**config.mk**
```make
export PLATFORM = sky130hd
export DESIGN_NAME = mem_responder
export DESIGN_NICKNAME = d
export VERILOG_FILES = /design/src/rtl/mem_responder.sv
export SDC_FILE = /design/constraint.sdc
export NUM_CORES = 1
export LEC_CHECK = 0
export ABC_AREA = 1
export ABC_CLOCK_PERIOD_IN_PS = 2300
export BUFFER_PORTS_ARGS = -buffer_cell sky130_fd_sc_hd__buf_2
export CAP_MARGIN = 20
export CORE_AREA = 10 10 183 185
export DETAILED_ROUTE_END_ITERATION = 10
export DIE_AREA = 0 0 193 195
export PLACE_DENSITY = 0.68
export SYNTH_ARGS = -nofsm -noshare
export SYNTH_HDL_FRONTEND = slang
export SYNTH_SLANG_ARGS = --single-unit
```
**constraint.sdc**
```tcl
create_clock -name clk -period 2.3 [get_ports clk]
set_input_delay 0.345 -clock clk [delete_from_list [all_inputs] [get_ports clk]]
set_output_delay 0.345 -clock clk [all_outputs]
set_load 0.02 [all_outputs]
```
**src/rtl/mem_responder.sv**
```systemverilog
// Memory responder: registered CPU reads, edge-triggered CPU writes deferred behind loader writes.
// Optional build macro MEM_RESPONDER_PARITY_EN adds per-word even parity and the ld_perr input.
module mem_responder #(
    parameter int AWIDTH = 5,
    parameter int DWIDTH = 8
) (
    input  logic              clk,
    input  logic              rst,
    input  logic [AWIDTH-1:0] addr,
    input  logic              mem_rd,
    input  logic              mem_wr,
    input  logic [DWIDTH-1:0] wdata,
    output logic [DWIDTH-1:0] rdata,
    input  logic              ld_en,
    input  logic [AWIDTH-1:0] ld_addr,
    input  logic [DWIDTH-1:0] ld_data,
`ifdef MEM_RESPONDER_PARITY_EN
    input  logic              ld_perr,
`endif
    output logic              wr_pending,
    output logic              proto_err
);

`ifdef MEM_RESPONDER_PARITY_EN
    localparam int MW = DWIDTH + 1;
`else
    localparam int MW = DWIDTH;
`endif

    typedef enum logic {IDLE, PEND} state_e;

    state_e            state_q, state_d;
    logic [AWIDTH-1:0] pend_addr_q, pend_addr_d;
    logic [DWIDTH-1:0] pend_data_q, pend_data_d;
    logic [DWIDTH-1:0] rdata_q, rdata_d;
    logic              proto_err_q, proto_err_d;
    logic              wr_prev_q, wr_prev_d;

    logic [MW-1:0]     mem_q [0:(1<<AWIDTH)-1];

    logic              wr_edge, rd_go, fwd_hit;
    logic [MW-1:0]     rd_word;
    // Port A carries loader writes or the pending commit (never both); port B the new CPU write.
    logic              wa_en, wb_en;
    logic [AWIDTH-1:0] wa_addr, wb_addr;
    logic [MW-1:0]     wa_word, wb_word;

    function automatic logic [MW-1:0] make_word(input logic [DWIDTH-1:0] d);
`ifdef MEM_RESPONDER_PARITY_EN
        return {^d, d};
`else
        return d;
`endif
    endfunction

    always_comb begin
        state_d     = state_q;
        pend_addr_d = pend_addr_q;
        pend_data_d = pend_data_q;
        rdata_d     = rdata_q;
        proto_err_d = proto_err_q;
        wr_prev_d   = mem_wr;
        wa_en       = ld_en;
        wa_addr     = ld_addr;
        wa_word     = make_word(ld_data);
`ifdef MEM_RESPONDER_PARITY_EN
        wa_word[DWIDTH] = wa_word[DWIDTH] ^ ld_perr;
`endif
        wb_en       = 1'b0;
        wb_addr     = addr;
        wb_word     = make_word(wdata);

        wr_edge = mem_wr & ~wr_prev_q;
        rd_go   = mem_rd & ~mem_wr;
        fwd_hit = (state_q == PEND) && (pend_addr_q == addr);
        rd_word = mem_q[addr];

        if (mem_rd && mem_wr) proto_err_d = 1'b1;

        if (rd_go) begin
            rdata_d = fwd_hit ? pend_data_q : rd_word[DWIDTH-1:0];
`ifdef MEM_RESPONDER_PARITY_EN
            if (!fwd_hit && (^rd_word)) proto_err_d = 1'b1;
`endif
        end

        case (state_q)
            IDLE: begin
                if (wr_edge) begin
                    if (ld_en) begin
                        pend_addr_d = addr;
                        pend_data_d = wdata;
                        state_d     = PEND;
                    end else begin
                        wb_en = 1'b1;
                    end
                end
            end
            PEND: begin
                if (ld_en) begin
                    if (wr_edge) begin
                        proto_err_d = 1'b1;
                        pend_addr_d = addr;
                        pend_data_d = wdata;
                    end
                end else begin
                    // Commit on port A; a new write on port B lands after it, so same address keeps the new data.
                    wa_en   = 1'b1;
                    wa_addr = pend_addr_q;
                    wa_word = make_word(pend_data_q);
                    wb_en   = wr_edge;
                    state_d = IDLE;
                end
            end
            default: state_d = IDLE;
        endcase
    end

    always_ff @(posedge clk) begin
        if (rst) begin
            state_q     <= IDLE;
            pend_addr_q <= '0;
            pend_data_q <= '0;
            rdata_q     <= '0;
            proto_err_q <= 1'b0;
            wr_prev_q   <= 1'b0;
        end else begin
            state_q     <= state_d;
            pend_addr_q <= pend_addr_d;
            pend_data_q <= pend_data_d;
            rdata_q     <= rdata_d;
            proto_err_q <= proto_err_d;
            wr_prev_q   <= wr_prev_d;
        end
    end

    always_ff @(posedge clk) begin
        if (!rst) begin
            if (wa_en) mem_q[wa_addr] <= wa_word;
            if (wb_en) mem_q[wb_addr] <= wb_word;
        end
    end

    assign rdata      = rdata_q;
    assign wr_pending = (state_q == PEND);
    assign proto_err  = proto_err_q;

endmodule
```
### Word level (Yosys, flattened, before mapping)

Memory sizes are Yosys's and may differ from the RTL's.
Index checks and enable logic that the tools add are counted.

| operators by class | value |
|---|---|
| equal/unequal tests | 5 |
| reduce and logical (&&, ||, !) cells | 3 |
| multiplexer cells | 33 |
| bitwise operators | 5 |

Operators by type and width:

| cell | count |
|---|---|
| 8-bit two-way mux | 7 |
| 5-bit two-way mux | 6 |
| 1-bit two-way mux | 16 |
| 8-bit case mux with 2 select lines | 1 |
| 5-bit case mux with 2 select lines | 1 |
| 2-bit != test (second input constant) | 3 |
| 5-bit equality test | 1 |
| 1-bit case mux with 2 select lines | 2 |
| 4-bit AND reduction | 1 |
| 1-bit inverter | 3 |
| 1-bit AND | 2 |
| 1-bit logical AND | 2 |
| 2-bit by 1-bit != test with 1-bit output (second input constant) | 1 |

| storage, ports and cells | value |
|---|---|
| bits in writable memories | 256 |
| logic and storage cells | 53 |
| input port bits | 31 |
| memories kept | 1 |
| output and inout bits | 10 |
| flip-flop bits (word level) | 24 |

Memory list:

| name | depth | bits a word | read ports | clocked after memory_dff | wr ports | RTL line | source |
|---|---|---|---|---|---|---|---|
| mem_q | 32 | 8 | 1 | 0 | 2 | 39 | `logic [MW-1:0] mem_q [0:(1<<AWIDTH)-1];` |

### Depth between registers and ports, before layout

| depth | value |
|---|---|
| depth in word-level cells | 7 |
| gate-level depth with buffers | 14 |
| gate-level depth less buffers | 11 |

### Worst setup path before layout

Ideal clock, no wire load.

| timing | value |
|---|---|
| path type | register to register |
| start point | register state_q (netlist: wr_pending) |
| end point | memory mem_q[0][0] (netlist bit), enable pin |
| period minus slack after synthesis | 2.493 ns |
| data arrival time | 2.109 ns |
| setup time | 0.384 ns |
| stages on the path, launching flop included | 8 |
| setup slack | -0.193 ns |
| cells stage by stage | dfxtp_1 > nand2_1 > clkbuf_1 > o21ai_0 > inv_1 > nor2_1 > inv_1 > o21ai_0 |

RTL lines:

| item | RTL line | source |
|---|---|---|
| start: declaration | 32 | `state_e state_q, state_d;` |
| start signal: assignment | 128 | `state_q <= state_d;` |
| end: declaration | 39 |  |

==> results.tsv <==
stage	metric	value	unit
cts	CTS H-tree depth	1	
yosys	most numerous cell in the Yosys netlist	nand2_1	
timing	Fmax	471.5	MHz
final_layout	multi-input logic area	0.005763	sq mm
route	first-pass iteration count of the detailed router	6	
pwr	worst vdd ir	0.5438	mV
place	routability congestion estimate	1.014	
setup_path	critical path class	input pin to register	
setup_path	CP required	2.58	ns
setup_path	critical path cell sequence	dlygate4sd3_1 -> buf_2 -> inv_1 -> nand2_1 -> o21ai_0 -> nand2_1 -> nor2_1 -> inv_1 -> o21ai_1 -> buf_4	
timing	max-slew violation count	0	
yosys	asr flop ratio synth	0	%
yosys	FF+latch count, synth	280	
final_layout	layout net count	1966	
job	max cap viols	0	
place	placement-stage worst setup slack	0.05081	ns
yosys	synth warn	0	
global_routing	total track usage	24.46	%
setup_path	Critical Path Fanout Max	8	
floorplan	boundary pin count	41	
global_routing	vias in the first global route	12360	
yosys	most common library cells after synthesis	955 x nand2_1, 310 x o21ai_0, 256 x edfxtp_1	
global_routing	first-pass GRT wire length	71.11	mm
final_layout	Reg area	0.008168	sq mm
route	met3 WL	4.742	mm
final_layout	fraction of layout cells with a size suffix above 1	11.33	%
yosys	Synth cell types	17	
timing	Setup TNS Final	0	ns
yosys	Synth Flop Type	edfxtp_1	
yosys	Post-Syn Area	0.01472	sq mm
worst_hold_path	path category of the worst min-delay check	input pin to register	
timing	worst-margin pin slew	0.8674	ns
floorplan	Die W	193	microns
timing	Rel. slew slack	41.96	%
final_layout	ant diodes	0	
setup_path	slowest stage delay, CP	0.53	ns
cts	TritonCTS clock tree	done	
route	routed vias/inst	5.543	
timing	RSZ-0062 raised after global routing	false	
cts	worst-skew pair later-pin latency	0.58	ns
cts	Longest Clk Path Bufs	3	
final_layout	fill count	2728	
setup_path	crit path DAT	2.40	ns
timing	Max Clock Skew	0.02022	ns
floorplan	# rows	64	
global_routing	antenna violations before repair	0	
pwr	PD cells	699.6	mW/mm^2
setup_path	CP Launch Type	input pin	
setup_path	crit end category	register	
route	Remaining DRCs	0	
global_routing	largest net degree at the start of global routing	65	
route	wirelength, routed	46.31	mm
cts	Clk pin slew, worst setup/hold paths	0.07	ns
setup_path	CP bufs+invs	5	
cts	TritonCTS buffer count	30	
global_routing	grt ovf	0	
route	metal2 WL	21.44	mm
floorplan	Die ar.	0.03764	sq mm
timing	Final Setup Violations	0	
route	via count	13050	
yosys	sequential cell area fraction in the yosys report	55.51	%
yosys	Syn Nets	1904	
timing	final worst slack	0.1791	ns
timing	period utilization	92.21	%
cts	clock sinks	280	
yosys	post-synth top area share	52.24	%
cts	Root Buffer	clkbuf_16	
pwr	Pleak	7.573	nW
route	routed length per instance	19.66	microns
timing	Hold Vio Cnt, Final	0	
floorplan	die height	195	microns
place	I/O Buffers	40	
timing	final period demand of the worst path	2.121	ns
final_layout	area grow syn2layout	14.94	%
setup_path	crit-path leading delay family	buffers and inverters	
floorplan	Starting Density	49.00	%
yosys	Mean Syn Cell Area	7.857	sq um
yosys	Mapped Cells	1873	
route	antenna viol nets, final	0	
place	dpl hpwl	29.40	mm
yosys	number of enable flip-flop cells after synthesis	256	
cts	Post-CTS Setup Repair Bufs	0	
final_layout	Final Util	56.33	%
setup_path	Critical Path Slowest Stage Cell	dlygate4sd3_1	
floorplan	Core Footprint	0.03003	sq mm
route	max layer used	met4	
route	initial drt markers	1594	
route	M1 WL	18.69	mm
yosys	top cell type by total area after synthesis	edfxtp_1	
yosys	Area contributors post-synth	edfxtp_1 52%, nand2_1 24%, o21ai_0 11%	
run_status	outcome	complete, no violations	
## cell usage in the layout, fill, tap and decap left out
| cell type | netlist | layout |
|---|---|---|
| nand2_1 | 955 | 955 |
| o21ai_0 | 310 | 297 |
| edfxtp_1 | 256 | 256 |
| buf_4 | 0 | 116 |
| inv_1 | 65 | 62 |
| nor2_1 | 60 | 60 |
| buf_2 | 27 | 39 |
| clkbuf_16 | 0 | 36 |
| nand3_1 | 26 | 25 |
| a21oi_1 | 24 | 24 |
| dfxtp_1 | 24 | 24 |
| o21ai_1 | 8 | 13 |
| clkbuf_1 | 78 | 9 |
| nor3_1 | 8 | 8 |
| o21ai_2 | 0 | 8 |
| buf_12 | 0 | 8 |
| clkinv_2 | 0 | 6 |
| clkinv_1 | 0 | 3 |
| inv_2 | 0 | 2 |
| nor3_2 | 2 | 2 |
| clkbuf_8 | 0 | 2 |
| nand3_2 | 0 | 1 |
| nor3_4 | 1 | 1 |
| clkinvlp_4 | 0 | 1 |
| dlygate4sd3_1 | 0 | 1 |
## flip-flops by register name, indices dropped and copies added (netlist names)
register and flops:
pend_data_q 8, mem_q 256, proto_err 1, wr_pending 1, wr_prev_q 1, rdata 8
pend_addr_q 5
## path summary, 6_finish.rpt
check / start / to / slack (ns) / cells after the start
max reg2reg: wr_pending / mem_q[7][5] / 0.19 / 8
min reg2reg: rdata[5] / rdata[5] / 0.54 / 2
min: mem_wr / wr_prev_q / 0.03 / 3
max: rst / mem_q[7][5] / 0.18 / 10
## metrics by stage
step | area (sq um) | power (mW) | std cells | hold WS [ns]
2_1_floorplan | 14720 | 6.524 | 1873 | 0.4141
3_3_place_gp | 15890 | 7.012 | 2298 | 0.4975
3_5_place_dp | 15890 | 7.036 | 2298 | 0.5157
4_1_cts | 16910 | 11.83 | 2355 | 0.02354
5_1_grt | 16910 | 12.20 | 2355 | 0.04831
6_report | 16910 | 11.83 | 2355 | 0.02801
## metal layers
metal | vias to the layer above | global-route usage, %
li1 | 6237 | -
met1 | 5964 | 33.51
met2 | 731 | 39.16
met3 | 121 | 3.225
met4 | 0 | 8.207
met5 | - | 0
## tightest hold or removal path, cell delays in order
cell	delay [ns]
buf_2	0.11
inv_1	0.06
nor2_1	0.04
## logic make-up (layout without fill, tap and decap cells)
| group | Yosys count | in the layout | synth area share (%) |
|---|---|---|---|
| compound gates | 342 | 342 | 11.63 |
| buf+inv | 199 | 285 | 5.569 |
| flops | 280 | 280 | 55.51 |
| simple gates | 1052 | 1052 | 27.29 |
## layout make-up
class	instances	area share, %
Inverter	65	1.450
Sequential cell	280	48.29
Multi-Input combinational cell	1394	34.07
Clock inverter	9	0.2589
Clock buffer	47	5.689
Tap cell	396	2.929
Timing Repair Buffer	164	7.309
## power breakdown
group	internal, mW	switching (mW)
clock	2.86	2.01
sequential	5.64	0.0239
combinational	0.379	0.919
total	8.88	2.95
## what timing repair did
item,4_1_cts,5_1_grt
endpoints found under the hold margin,2,0
setup endpoints to repair,0,57
gates resized for setup,0,3
hold buffers,1,0
Note: power is estimated with default switching activity, not from simulation.
